`src/rtl/fir_tap_window_if.sv`:
```
// Stream bundle for fir_tap_window: sample input, flush, and the presented tap window.
// master drives samples/flush/win_ready; slave (the window writer) drives the rest.
interface fir_tap_window_if #(
    parameter int ORDER  = 4,
    parameter int DATA_W = 32
);
    localparam int CNT_W = $clog2(ORDER + 1);

    logic                    in_valid;
    logic                    in_ready;
    logic [DATA_W-1:0]       in_data;
    logic                    flush;
    logic                    win_valid;
    logic                    win_ready;
    logic [ORDER*DATA_W-1:0] win_data;
    logic [CNT_W-1:0]        fill_count;

    modport master (
        output in_valid, in_data, flush, win_ready,
        input  in_ready, win_valid, win_data, fill_count
    );

    modport slave (
        input  in_valid, in_data, flush, win_ready,
        output in_ready, win_valid, win_data, fill_count
    );
endinterface

```
`src/rtl/fir_tap_window.sv`:
```
// ORDER-deep sample delay line presented as a tap window over valid/ready.
// Optional macro FIR_WIN_ZERO_FILL_EN: present windows from the first sample (zero-filled taps).
module fir_tap_window #(
    parameter int ORDER  = 4,
    parameter int DATA_W = 32
) (
    input  logic             clk,
    input  logic             rst,
    fir_tap_window_if.slave  bus,
    output logic             dbg_state_o
);
    // Handshakes: a transfer happens on a cycle where valid && ready at the rising edge.
    // valid never depends on ready; in_ready never depends on in_valid.
    localparam int CNT_W = $clog2(ORDER + 1);
    localparam int WIN_W = ORDER * DATA_W;
    localparam logic [CNT_W-1:0] FULL = CNT_W'(ORDER);
    localparam logic [CNT_W-1:0] WARM = CNT_W'(ORDER - 1);

    typedef enum logic {
        EMPTY   = 1'b0,
        PRESENT = 1'b1
    } state_e;

    state_e           state_q;
    logic [WIN_W-1:0] win_q;
    logic [CNT_W-1:0] fill_q;
    logic             in_ready;
    logic             accept;
    logic             consume;
    logic             present_on_accept;

    assign in_ready = !rst && !bus.flush && (state_q == EMPTY || bus.win_ready);
    assign accept   = bus.in_valid && in_ready;
    assign consume  = (state_q == PRESENT) && bus.win_ready;

`ifdef FIR_WIN_ZERO_FILL_EN
    assign present_on_accept = 1'b1;
`else
    // Warm-up samples shift in silently until the window is full.
    assign present_on_accept = (fill_q >= WARM);
`endif

    always_ff @(posedge clk) begin
        if (rst || bus.flush) begin
            state_q <= EMPTY;
            win_q   <= '0;
            fill_q  <= '0;
        end else begin
            if (accept) begin
                win_q <= {win_q[WIN_W-DATA_W-1:0], bus.in_data};
                if (fill_q != FULL) begin
                    fill_q <= fill_q + CNT_W'(1);
                end
            end
            case (state_q)
                EMPTY: begin
                    if (accept && present_on_accept) begin
                        state_q <= PRESENT;
                    end
                end
                PRESENT: begin
                    if (consume && !accept) begin
                        state_q <= EMPTY;
                    end
                end
                default: state_q <= EMPTY;
            endcase
        end
    end

    assign bus.in_ready   = in_ready;
    assign bus.win_valid  = (state_q == PRESENT);
    assign bus.win_data   = win_q;
    assign bus.fill_count = fill_q;
    assign dbg_state_o    = (state_q == PRESENT);
endmodule
```
`src/flat_wrapper.sv`:
```
// flat-port wrapper written by rule: the top's interface ports become plain ports
module fir_tap_window_flat 
#(
    parameter int ORDER  = 4,
    parameter int DATA_W = 32
)
  (clk, rst, dbg_state_o, bus_in_valid, bus_in_data, bus_flush, bus_win_ready, bus_in_ready, bus_win_valid, bus_win_data, bus_fill_count);
  fir_tap_window_if #(.ORDER(ORDER), .DATA_W(DATA_W)) bus_i ();
  input  logic clk;
  input  logic rst;
  output logic dbg_state_o;
  input wire logic [$bits(bus_i.in_valid)-1:0] bus_in_valid;
  input wire logic [$bits(bus_i.in_data)-1:0] bus_in_data;
  input wire logic [$bits(bus_i.flush)-1:0] bus_flush;
  input wire logic [$bits(bus_i.win_ready)-1:0] bus_win_ready;
  output wire logic [$bits(bus_i.in_ready)-1:0] bus_in_ready;
  output wire logic [$bits(bus_i.win_valid)-1:0] bus_win_valid;
  output wire logic [$bits(bus_i.win_data)-1:0] bus_win_data;
  output wire logic [$bits(bus_i.fill_count)-1:0] bus_fill_count;
  assign bus_i.in_valid = bus_in_valid;
  assign bus_i.in_data = bus_in_data;
  assign bus_i.flush = bus_flush;
  assign bus_i.win_ready = bus_win_ready;
  assign bus_in_ready = bus_i.in_ready;
  assign bus_win_valid = bus_i.win_valid;
  assign bus_win_data = bus_i.win_data;
  assign bus_fill_count = bus_i.fill_count;
  fir_tap_window #(.ORDER(ORDER), .DATA_W(DATA_W)) u_core (.clk(clk), .rst(rst), .bus(bus_i), .dbg_state_o(dbg_state_o));
endmodule
```
`config.mk`:
```
export PLATFORM = sky130hd
export DESIGN_NAME = fir_tap_window_flat
export DESIGN_NICKNAME = d
export VERILOG_FILES = /design/src/rtl/fir_tap_window_if.sv /design/src/rtl/fir_tap_window.sv /design/src/flat_wrapper.sv
export SDC_FILE = /design/constraint.sdc
export NUM_CORES = 1
export LEC_CHECK = 0
export CORE_MARGIN = 5
export CORE_UTILIZATION = 45
export DETAILED_ROUTE_END_ITERATION = 10
export MAX_ROUTING_LAYER = met4
export PLACE_DENSITY = 0.78
export SETUP_SLACK_MARGIN = 0.1
export SLEW_MARGIN = 20
export SYNTH_ARGS = -nofsm -noshare
export SYNTH_HDL_FRONTEND = slang
export SYNTH_SLANG_ARGS = --single-unit
```
`constraint.sdc`:
```
create_clock -name clk -period 2 [get_ports clk]
set_input_delay 0.2 -clock clk [delete_from_list [all_inputs] [get_ports clk]]
set_output_delay 0.2 -clock clk [all_outputs]
set_load 0.005 [all_outputs]
```
==> results of run 1 <==
cell usage in the layout (no fill, tap or decap), types with 3 or more instances in the layout:
cell type / count
buf_12: 9
buf_4: 6
bufinv_16: 4
clkbuf_16: 17
clkdlybuf4s50_1: 168
clkinv_2: 4
dfxtp_1: 132
ha_1: 3
inv_1: 5
nand2_1: 132
nand4_1: 129
o21ai_0: 9
o21ai_1: 39
o21ai_2: 81
cell type report:
type | count | share of cell area [%]
repair buffers | 184 | 24.7
well taps | 147 | 2.37
multi-input cells | 404 | 30.7
flip-flops and latches | 132 | 34.0
clock inverters | 10 | 2.00
inverters | 5 | 0.242
clock buffers | 21 | 5.93
registers in the layout (all words and copies together), names as in the netlist:
name / flops
u_core.bus.win_data: 128
u_core.bus.fill_count: 3
u_core.bus.win_valid: 1
logic make-up (layout without fill, tap and decap cells):
kind of cell,count (synthesis),in the layout,share of synthesized area [%]
and+or+nand+nor,268,268,24.5
DFF,132,132,48.1
AOI/OAI and AO/OA,131,131,17.6
buffers and inverters,79,220,8.72
adders and majority gates,3,3,0.683
muxes,2,2,0.364
through the flow:
stage | instance area, um^2 | power (mW) | worst slack (ps) | instances | util (%)
3_5_place_dp | 7150 | 3.16 | 274 | 872 | 59.5
6_report | 7770 | 6.31 | 405 | 903 | 64.7
2_1_floorplan | 5490 | 2.98 | 755 | 615 | -
5_1_grt | 7770 | 6.50 | 351 | 903 | 64.7
4_1_cts | 7760 | 6.34 | 173 | 903 | 64.6
3_3_place_gp | 7150 | 3.15 | 333 | 872 | 59.5
final timing paths:
kind                                 start                        to  cells after the start
setup / recovery   u_core.bus.win_data[44]          bus_win_data[44]                      1
hold / removal                bus_in_valid  u_core.bus.win_data[124]                      3
setup reg to reg      u_core.bus.win_valid   u_core.bus.win_data[72]                      5
hold reg to reg   u_core.bus.win_data[117]  u_core.bus.win_data[117]                      2
power breakdown:
part	internal, mW	switching (mW)	leakage [nW]	total (mW)
Sequential	2.67	0.0352	1.07	2.70
Combinational	0.182	0.220	1.31	0.402
Clock	2.13	1.07	0.299	3.20
Total	4.98	1.32	2.68	6.31
timing repair:
action                     CTS  global route
gates resized for setup      0             1
setup buffers                0             0
hold endpoints to repair     0             0
setup endpoints to repair    0             1
layer usage:
metal / share of wire, % / vias up / global-route usage [%]
li1: - / 2497 / -
met1: 45 / 2364 / 29.5
met2: 46 / 204 / 31.9
met3: 5.7 / 28 / 5.24
met4: 2.9 / 0 / 8.43
met5: 0 / - / -
worst min-delay path, stage by stage:
cell and delay, ps:
buf_4 190, nand4_1 110, o21ai_1 50
==> flow_summary.rst, run 1 <==
.. list-table::
   :header-rows: 1

   * - Metric
     - Value
   * - Outcome
     - finished clean
   * - Critical path class
     - reg -> out
   * - Post-layout nets
     - 784
   * - Final Cycle Share
     - between 70% and 80%
   * - Post-synthesis async set-or-reset flop share
     - 0%
   * - Sum of negative setup slack
     - 0 ps
   * - Post-synth EDFFs
     - 0
   * - Sort of element at the end of the critical path
     - output pin
   * - Dominant delay contributor by cell family on the critical path
     - buffers and inverters
   * - Violation count after the first detailed-routing iteration
     - ~490
   * - Flops & latches, synth
     - 132
   * - Iteration count of the initial detailed-routing pass
     - 7
   * - Total inserted antenna cells
     - 0
   * - Register Area
     - 2640 um^2
   * - Pin count of the biggest net entering global routing
     - between 80 and 90
   * - Synth top cells by count
     - dfxtp_1, nand2_1, nand4_1, o21ai_2, o21ai_1
   * - Die footprint
     - around 15000 um^2
   * - Cell types with the largest area share after synthesis
     - dfxtp_1, nand4_1, o21ai_2
   * - Total global routing overflow
     - 0
   * - TritonCTS Buffers
     - 17
   * - Total vias in the final route
     - 5093
   * - Area growth from synthesis to layout
     - 41.4%
   * - Insertion delay to the later sink of the worst-skew pair
     - 410 ps
   * - Global-route wire length before repair
     - 25.1 mm
   * - Clock root buffer
     - clkbuf_16
   * - Type of the most critical hold path
     - in -> reg
   * - Global placement routability congestion
     - approximately 0.83
   * - # setup viols final
     - 0
   * - Launching element type of the critical path
     - register
   * - Number of vias per cell
     - 5.64
   * - Detailed placer's ending HPWL
     - 10.6 mm
   * - TritonCTS sink count
     - 132
   * - CTS tree
     - done
   * - Number of primary I/O pins
     - 171
   * - Buf+Inv Stages, Crit Path
     - 1
   * - Peak clock frequency supported by timing
     - 0.627 GHz
   * - Yosys warning total
     - 0
   * - Area of the core
     - 12000 um^2
   * - IR Drop Worst-Case VDD
     - around 0.56 mV
   * - Cell breakdown of the critical path
     - clkdlybuf4s50_1
   * - Synthesized netlist net count
     - 655
   * - Arrival time reported for the critical path endpoint
     - 1390 ps
   * - Post-Syn Instances
     - between 600 and 700
   * - Footprint of the multi-input gates
     - 2390 um^2
   * - Leakage power figure
     - 2.68 nW
   * - Minimum hold slack
     - 198 ps
   * - WL/cell
     - 17.3 um
   * - Slew headroom
     - 71.8%
   * - Minimum setup slack among reg-to-reg paths
     - 620 ps
   * - Die Span X
     - 120 um
   * - Max-capacitance violation count
     - 0
   * - Avg Cell Area, Syn
     - 8.93 um^2
   * - Post-DRT Antenna Nets
     - 0
   * - Clock transition at the registers of the reported paths
     - about 60 ps
   * - Slowest Stage Delay on Critical Path
     - 580 ps
   * - Layout Skew
     - 10.4 ps
   * - Critical-path maximum fanout
     - 3
   * - Placement row count
     - 40
   * - Worst Max-Slew Pin Slew
     - 412 ps
   * - Total routing usage reported by global routing
     - 21.9%
   * - Filler Cell Count
     - 967
   * - Required time of the critical path
     - 1800 ps
   * - Fraction of layout instances using a drive strength above 1
     - 16.9%
   * - PortBufs
     - 170
   * - Max-slew violations
     - 0
   * - Maximum level of the CTS H-tree
     - 4
   * - DRC errors left
     - 0
   * - Mapped Area
     - 5490 um^2
   * - Number of buffers between clock root and the deepest sink
     - 2
   * - Power per Cell Area
     - 812 nW/um^2
   * - Worst path slowest cell
     - clkdlybuf4s50_1
   * - Most instantiated flip-flop cell in the synthesis netlist
     - dfxtp_1
   * - Fraction of synthesized cell area taken by the top area cell type
     - 48.1%
   * - Final-report hold violation count
     - 0
   * - Unique masters post-synth
     - 23
   * - Number of hold-repair buffers added at the cts stage
     - 0
   * - Minimum clock period after layout
     - 1590 ps
   * - Initial antenna violation count
     - 0
   * - Sequential share of the synthesized area
     - between 40% and 50%
   * - Initial core utilization
     - 45.7%
   * - Final wirelength
     - around 16 mm
   * - Post-synth top area cell
     - dfxtp_1
   * - Height of the chip
     - 120 um
   * - Unrepaired setup endpoints after global routing
     - no
   * - Vias in the first global route
     - 4730
Note: power is estimated with default switching activity, not from simulation.
==> inputs of run 2 (changes only) <==
==> constraint.sdc (replaced) <==
create_clock -name clk -period 1.5 [get_ports clk]
set_input_delay 0.15 -clock clk [delete_from_list [all_inputs] [get_ports clk]]
set_output_delay 0.15 -clock clk [all_outputs]
set_load 0.005 [all_outputs]
==> run 2 against run 1 <==
Clock-buffer cell count is 3 higher. Total power is 31% higher. Register-to-register slack worse by 420 ps. Die area stayed put. Non-clock buffer count is 27 higher. Combinational power is 43% higher. Via count is 2.3% higher.
==> flow_summary.rst, run 2 (synthesis results as in run 1) <==
.. list-table::
   :header-rows: 1

   * - Metric
     - Value
   * - Pin count of the biggest net entering global routing
     - roughly 110
   * - Die footprint
     - approximately 15000 um^2
   * - Global-route wire length before repair
     - 26.8 mm
   * - Number of primary I/O pins
     - 171
   * - # setup viols final
     - 0
   * - PortBufs
     - 170
   * - TritonCTS sink count
     - 132
   * - Sort of element at the end of the critical path
     - output pin
   * - Unrepaired setup endpoints after global routing
     - yes
   * - Post-layout nets
     - 811
   * - Minimum setup slack among reg-to-reg paths
     - 200 ps
   * - End of the worst register-to-register path
     - u_core.bus.win_valid
   * - Initial core utilization
     - 45.7%
   * - Post-layout total power
     - 8.25 mW
   * - WL/cell
     - about 18 um
   * - Slew headroom
     - 63.1%
   * - Total routing usage reported by global routing
     - 23.6%
   * - Initial antenna violation count
     - 0
   * - Violation count after the first detailed-routing iteration
     - 456
   * - Post-DRT Antenna Nets
     - 0
   * - Reg2Reg Launch Point
     - u_core.bus.fill_count[0]
   * - DRC errors left
     - 0
   * - Most common cell after layout, fill and taps aside
     - nand2_1
   * - Arrival time reported for the critical path endpoint
     - 1200 ps
   * - Iteration count of the initial detailed-routing pass
     - 5
   * - Critical path class
     - reg -> out
   * - Area growth from synthesis to layout
     - 45.8%
   * - Minimum clock period after layout
     - around 1300 ps
   * - Total vias in the final route
     - 5209
   * - Die Span X
     - 120 um
   * - Buf+Inv Stages, Crit Path
     - 1
   * - Final wirelength
     - approximately 17 mm
   * - Power per Cell Area
     - 1030 nW/um^2
   * - Post-Layout Inst Area
     - 8010 um^2
   * - Slowest Stage Delay on Critical Path
     - between 300 and 400 ps
   * - CTS tree
     - done
   * - Dominant delay contributor by cell family on the critical path
     - flip-flops
   * - Number of buffers between clock root and the deepest sink
     - 2
   * - IR Drop Worst-Case VDD
     - ~0.6 mV
   * - Total inserted antenna cells
     - 0
   * - Fraction of layout instances using a drive strength above 1
     - 28.2%
   * - Cell count of the worst hold path
     - 4
   * - Layout Skew
     - 7.31 ps
   * - Worst path slowest cell
     - dfxtp_4
   * - Vias in the first global route
     - 4961
   * - Height of the chip
     - about 120 um
   * - Area of the core
     - ~12000 um^2
   * - Post-placement cell area
     - around 7400 um^2
   * - Total global routing overflow
     - 0
   * - Top library cells by usage in the layout, fill and taps aside
     - nand2_1, dlygate4sd2_1, nand4_1
   * - Max-capacitance violation count
     - 0
   * - Peak clock frequency supported by timing
     - 0.743 GHz
   * - Insertion delay to the later sink of the worst-skew pair
     - 410 ps
   * - Logic depth of the worst register-to-register path
     - 4
   * - Launching element type of the critical path
     - register
   * - Worst Hold End
     - u_core.bus.fill_count[2]
   * - Layout Utilization
     - between 60% and 70%
   * - Critical-path maximum fanout
     - 4
   * - Type of the most critical hold path
     - in -> reg
   * - Max-slew violations
     - 0
   * - Minimum hold slack
     - ~180 ps
   * - Number of vias per cell
     - 5.60
   * - Max reg flops
     - 128
   * - Final-report hold violation count
     - 0
   * - Clock root buffer
     - clkbuf_16
   * - Cell breakdown of the critical path
     - nor2b_2, nor3_2, buf_2
   * - Final Cycle Share
     - 89.7%
   * - Leakage power figure
     - approximately 3.5 nW
   * - TritonCTS Buffers
     - 17
   * - Outcome
     - finished clean
   * - Global placement routability congestion
     - 0.830
   * - Launch instance of the worst min-delay path
     - bus_in_valid
   * - Detailed placer's ending HPWL
     - 11.4 mm
   * - Placement row count
     - 40
   * - Maximum level of the CTS H-tree
     - 4
   * - Required time of the critical path
     - 1350 ps
   * - Worst Max-Slew Pin Slew
     - 554 ps
   * - Clock transition at the registers of the reported paths
     - about 50 ps
[run 2: worst max path at each step]
stage / cells past startpoint / slack, ps / startpoint / end
after floorplan: 4 / 260 / u_core.bus.fill_count[0] / u_core.bus.win_valid
after global placement: 6 / -40 / bus_flush / u_core.bus.fill_count[2]
after CTS: 3 / 8 / u_core.bus.win_valid / bus_in_ready
after detailed placement: 6 / -50 / bus_flush / u_core.bus.win_data[13]
after global routing: 4 / 90 / u_core.bus.fill_count[0] / u_core.bus.win_valid
final: 3 / 150 / u_core.bus.win_valid / bus_in_ready
[run 2: where the power goes]
part	switching, mW	internal, mW
Sequential	0.0460	3.55
Clock	1.47	2.62
Combinational	0.312	0.262
Total	1.83	6.42
[run 2: timing repair]
action / CTS / global route
hold buffers: 0 / 0
setup buffers: 2 / 2
resized for setup: 202 / 11
setup endpoints to repair: 132 / 6
pin swaps: 0 / 1
[run 2: worst reg2reg max path, delay by kind of cell, from the launching register on]
kind,cells,cell delay (ps)
adder cells (fa/ha/maj),2,390
AND/OR/NAND/NOR,1,80
flip-flops,1,360
AO/OA/AOI/OAI,1,350
[run 2: area by class of cell]
cell class,count,area (um^2)
repair buffers,211,2070
fillers,946,4000
flip-flops and latches,132,2740
inverters,5,18.8
well taps,147,184
clock buffers,24,492
clock inverters,8,98.8
multi-input cells,404,2400
[run 2: stage by stage]
stage / cells / worst slack [ps] / TNS [ps]
after global routing: 931 / 87.5 / 0
after floorplan: 615 / 255 / 0
after detailed placement: 895 / -46.9 / -2560
final: 931 / 154 / 0
after CTS: 929 / 7.54 / 0
after global placement: 895 / -37.9 / -2100
[run 2: per-layer routing]
metal	up-vias	wire length, um	GRT usage (%)
met5	-	0	-
met4	0	315	7.44
met3	27	777	4.86
met2	161	8050	36.7
met1	2484	7480	31.0
li1	2537	-	-
==> inputs of run 3 (changes only) <==
--- a/config.mk
+++ b/config.mk
@@ -6,10 +6,10 @@
 export NUM_CORES = 1
 export LEC_CHECK = 0
 export CORE_MARGIN = 5
-export CORE_UTILIZATION = 45
+export CORE_UTILIZATION = 47
 export DETAILED_ROUTE_END_ITERATION = 10
 export MAX_ROUTING_LAYER = met4
-export PLACE_DENSITY = 0.78
+export PLACE_DENSITY = 0.81
 export SETUP_SLACK_MARGIN = 0.1
 export SLEW_MARGIN = 20
 export SYNTH_ARGS = -nofsm -noshare
==> run 3 against run 2 <==
Clock skew fell by 3.2 ps. Flip-flop and latch count did not move. Sequential share of layout area rose by 0.24 points. Total power rose by 3.4%. Worst hold slack got worse by 120 ps. Global-route usage rose by 0.25 points. Die area fell by 3.9%. Cell count fell by 0.75%. Register-to-register slack barely moved. Highest routed layer unchanged.
==> flow_summary.rst, run 3 (synthesis results as in run 1) <==
.. list-table::
   :header-rows: 1

   * - Metric
     - Value
   * - Leakage power figure
     - 3.52 nW
   * - Outcome
     - finished clean
   * - Global placement routability congestion
     - roughly 0.87
   * - Max-capacitance violation count
     - 0
   * - Logic depth of the worst register-to-register path
     - 4
   * - Final Cycle Share
     - 88.4%
   * - Total vias in the final route
     - 5287
   * - Clock root buffer
     - clkbuf_16
   * - Clock transition at the registers of the reported paths
     - 60 ps
   * - Final-report hold violation count
     - 0
   * - Iteration count of the initial detailed-routing pass
     - 5
   * - Launching element type of the critical path
     - register
   * - Minimum setup slack among reg-to-reg paths
     - 190 ps
   * - Area growth from synthesis to layout
     - 44.5%
   * - Cell count of the worst hold path
     - 3
   * - Violation count after the first detailed-routing iteration
     - 519
   * - Insertion delay to the later sink of the worst-skew pair
     - approximately 410 ps
   * - Total global routing overflow
     - 0
   * - Most common cell after layout, fill and taps aside
     - nand2_1
   * - Post-layout nets
     - 808
   * - TritonCTS Buffers
     - 17
   * - Global-route met2 utilization
     - 36.6%
   * - Launch instance of the worst min-delay path
     - bus_in_valid
   * - Detailed placer's ending HPWL
     - 11.5 mm
   * - DRC errors left
     - 0
   * - Reg2Reg Launch Point
     - u_core.bus.fill_count[0]
   * - Max-slew violations
     - 0
   * - Number of hold-repair buffers added at the cts stage
     - 0
   * - Vias in the first global route
     - 5126
   * - Die Span X
     - around 120 um
   * - Min setup slack post-route
     - between 150 and 200 ps
   * - Filler Cell Count
     - 885
   * - Critical-path maximum fanout
     - 5
   * - Placement row count
     - 39
   * - Placed Cells incl. Taps
     - approximately 880
   * - Power per Cell Area
     - 1070 nW/um^2
   * - Global-route wire length before repair
     - 26.8 mm
   * - Initial core utilization
     - 48.1%
   * - Worst Hold End
     - u_core.bus.fill_count[2]
   * - TritonCTS sink count
     - approximately 130
   * - Required time of the critical path
     - 1350 ps
   * - Maximum level of the CTS H-tree
     - 4
   * - Arrival time reported for the critical path endpoint
     - 1180 ps
   * - Layout Skew
     - roughly 4 ps
   * - Total inserted antenna cells
     - 0
   * - Worst Max-Slew Pin Slew
     - between 500 and 600 ps
   * - Post-DRT Antenna Nets
     - 0
   * - Dpl ws
     - -62.7 ps
   * - Minimum clock period after layout
     - 1330 ps
   * - Total routing usage reported by global routing
     - 23.8%
   * - PortBufs
     - 170
   * - Unrepaired setup endpoints after global routing
     - no
   * - IR Drop Worst-Case VDD
     - 0.716 mV
   * - Height of the chip
     - 118 um
   * - Max reg flops
     - around 130
   * - Layout Utilization
     - 69.5%
   * - Global-route track usage on met1
     - between 20% and 30%
   * - Final wirelength
     - between 15 and 20 mm
   * - Initial antenna violation count
     - 0
   * - Number of vias per cell
     - 5.72
   * - Slew headroom
     - roughly two thirds
   * - CTS tree
     - done
   * - Count of non-filler cells in the finished layout
     - 924
   * - Met3 layer usage reported by global route
     - 5.91%
   * - Busiest layer in global routing
     - met2
   * - Peak clock frequency supported by timing
     - roughly 0.75 GHz
   * - Number of primary I/O pins
     - 171
   * - Pin count of the biggest net entering global routing
     - 52
   * - # setup viols final
     - 0
   * - Die footprint
     - 14000 um^2
   * - Type of the most critical hold path
     - in -> reg
   * - Top library cells by usage in the layout, fill and taps aside
     - nand2_1, dlygate4sd2_1, nand4_1
   * - Sort of element at the end of the critical path
     - output pin
   * - WL/cell
     - 17.8 um
   * - Critical path class
     - reg -> out
   * - Area of the core
     - 11400 um^2
   * - Fraction of layout instances using a drive strength above 1
     - 29.2%
   * - Number of buffers between clock root and the deepest sink
     - 2
   * - End of the worst register-to-register path
     - u_core.bus.win_valid
run 3: cell types whose count changed in the layout (fill, tap and decap cells not counted), moves of 4 or more:
cell,delta
dfxtp_2,+12
dfxtp_4,-5
clkbuf_8,-4
buf_12,-6
dfxtp_1,-7
run 3: how the worst max path moves through the flow:
stage / end / startpoint
after floorplan: u_core.bus.win_valid / u_core.bus.fill_count[0]
after global routing: bus_in_ready / u_core.bus.win_valid
after CTS: bus_win_data[96] / u_core.bus.win_data[96]
final: bus_in_ready / u_core.bus.win_valid
after detailed placement: u_core.bus.win_data[97] / bus_flush
after global placement: u_core.bus.win_data[94] / bus_flush
run 3: report_power, final:
group / switching (mW) / internal [mW]
clock: 1.59 / 2.80
sequential: 0.0449 / 3.55
combinational: 0.306 / 0.242
total: 1.94 / 6.59
run 3: area by class of cell:
class                      instances  area, um^2  area share [%]
tap                              143         179            2.25
timing repair buffer             208        1970            24.9
sequential                       132        2740            34.5
inverter                           5        18.8           0.236
multi-input combinational        404        2400            30.2
clock inverter                    15         204            2.57
clock buffer                      17         425            5.36
run 3: what timing repair did:
item | in CTS | in global routing
gates resized for setup | 210 | 4
buffers inserted | 8 | 0
endpoints found under the setup margin | 133 | 4
run 3: metal layers:
metal | share of wire [%] | vias to the layer above
met2 | 48 | 236
met1 | 42 | 2475
met5 | 0 | -
li1 | - | 2539
met4 | 3.5 | 0
met3 | 5.8 | 37
run 3: metrics by stage:
| step | setup TNS (ps) | instance area (um^2) | power [mW] | hold WS [ps] |
|---|---|---|---|---|
| 2_1_floorplan | 0 | 5490 | 3.97 | 307 |
| 6_report | 0 | 7940 | 8.54 | 63.9 |
| 3_5_place_dp | -2350 | 7300 | 4.24 | 445 |
| 4_1_cts | 0 | 7930 | 8.57 | 53.8 |
| 5_1_grt | 0 | 7940 | 8.82 | 83.7 |
| 3_3_place_gp | -1740 | 7300 | 4.23 | 438 |
run 3: worst max-delay path: stages (launching register included):
cell and delay (ps):
dfxtp_4 360, nor2b_2 170, nor3_2 100, buf_2 130
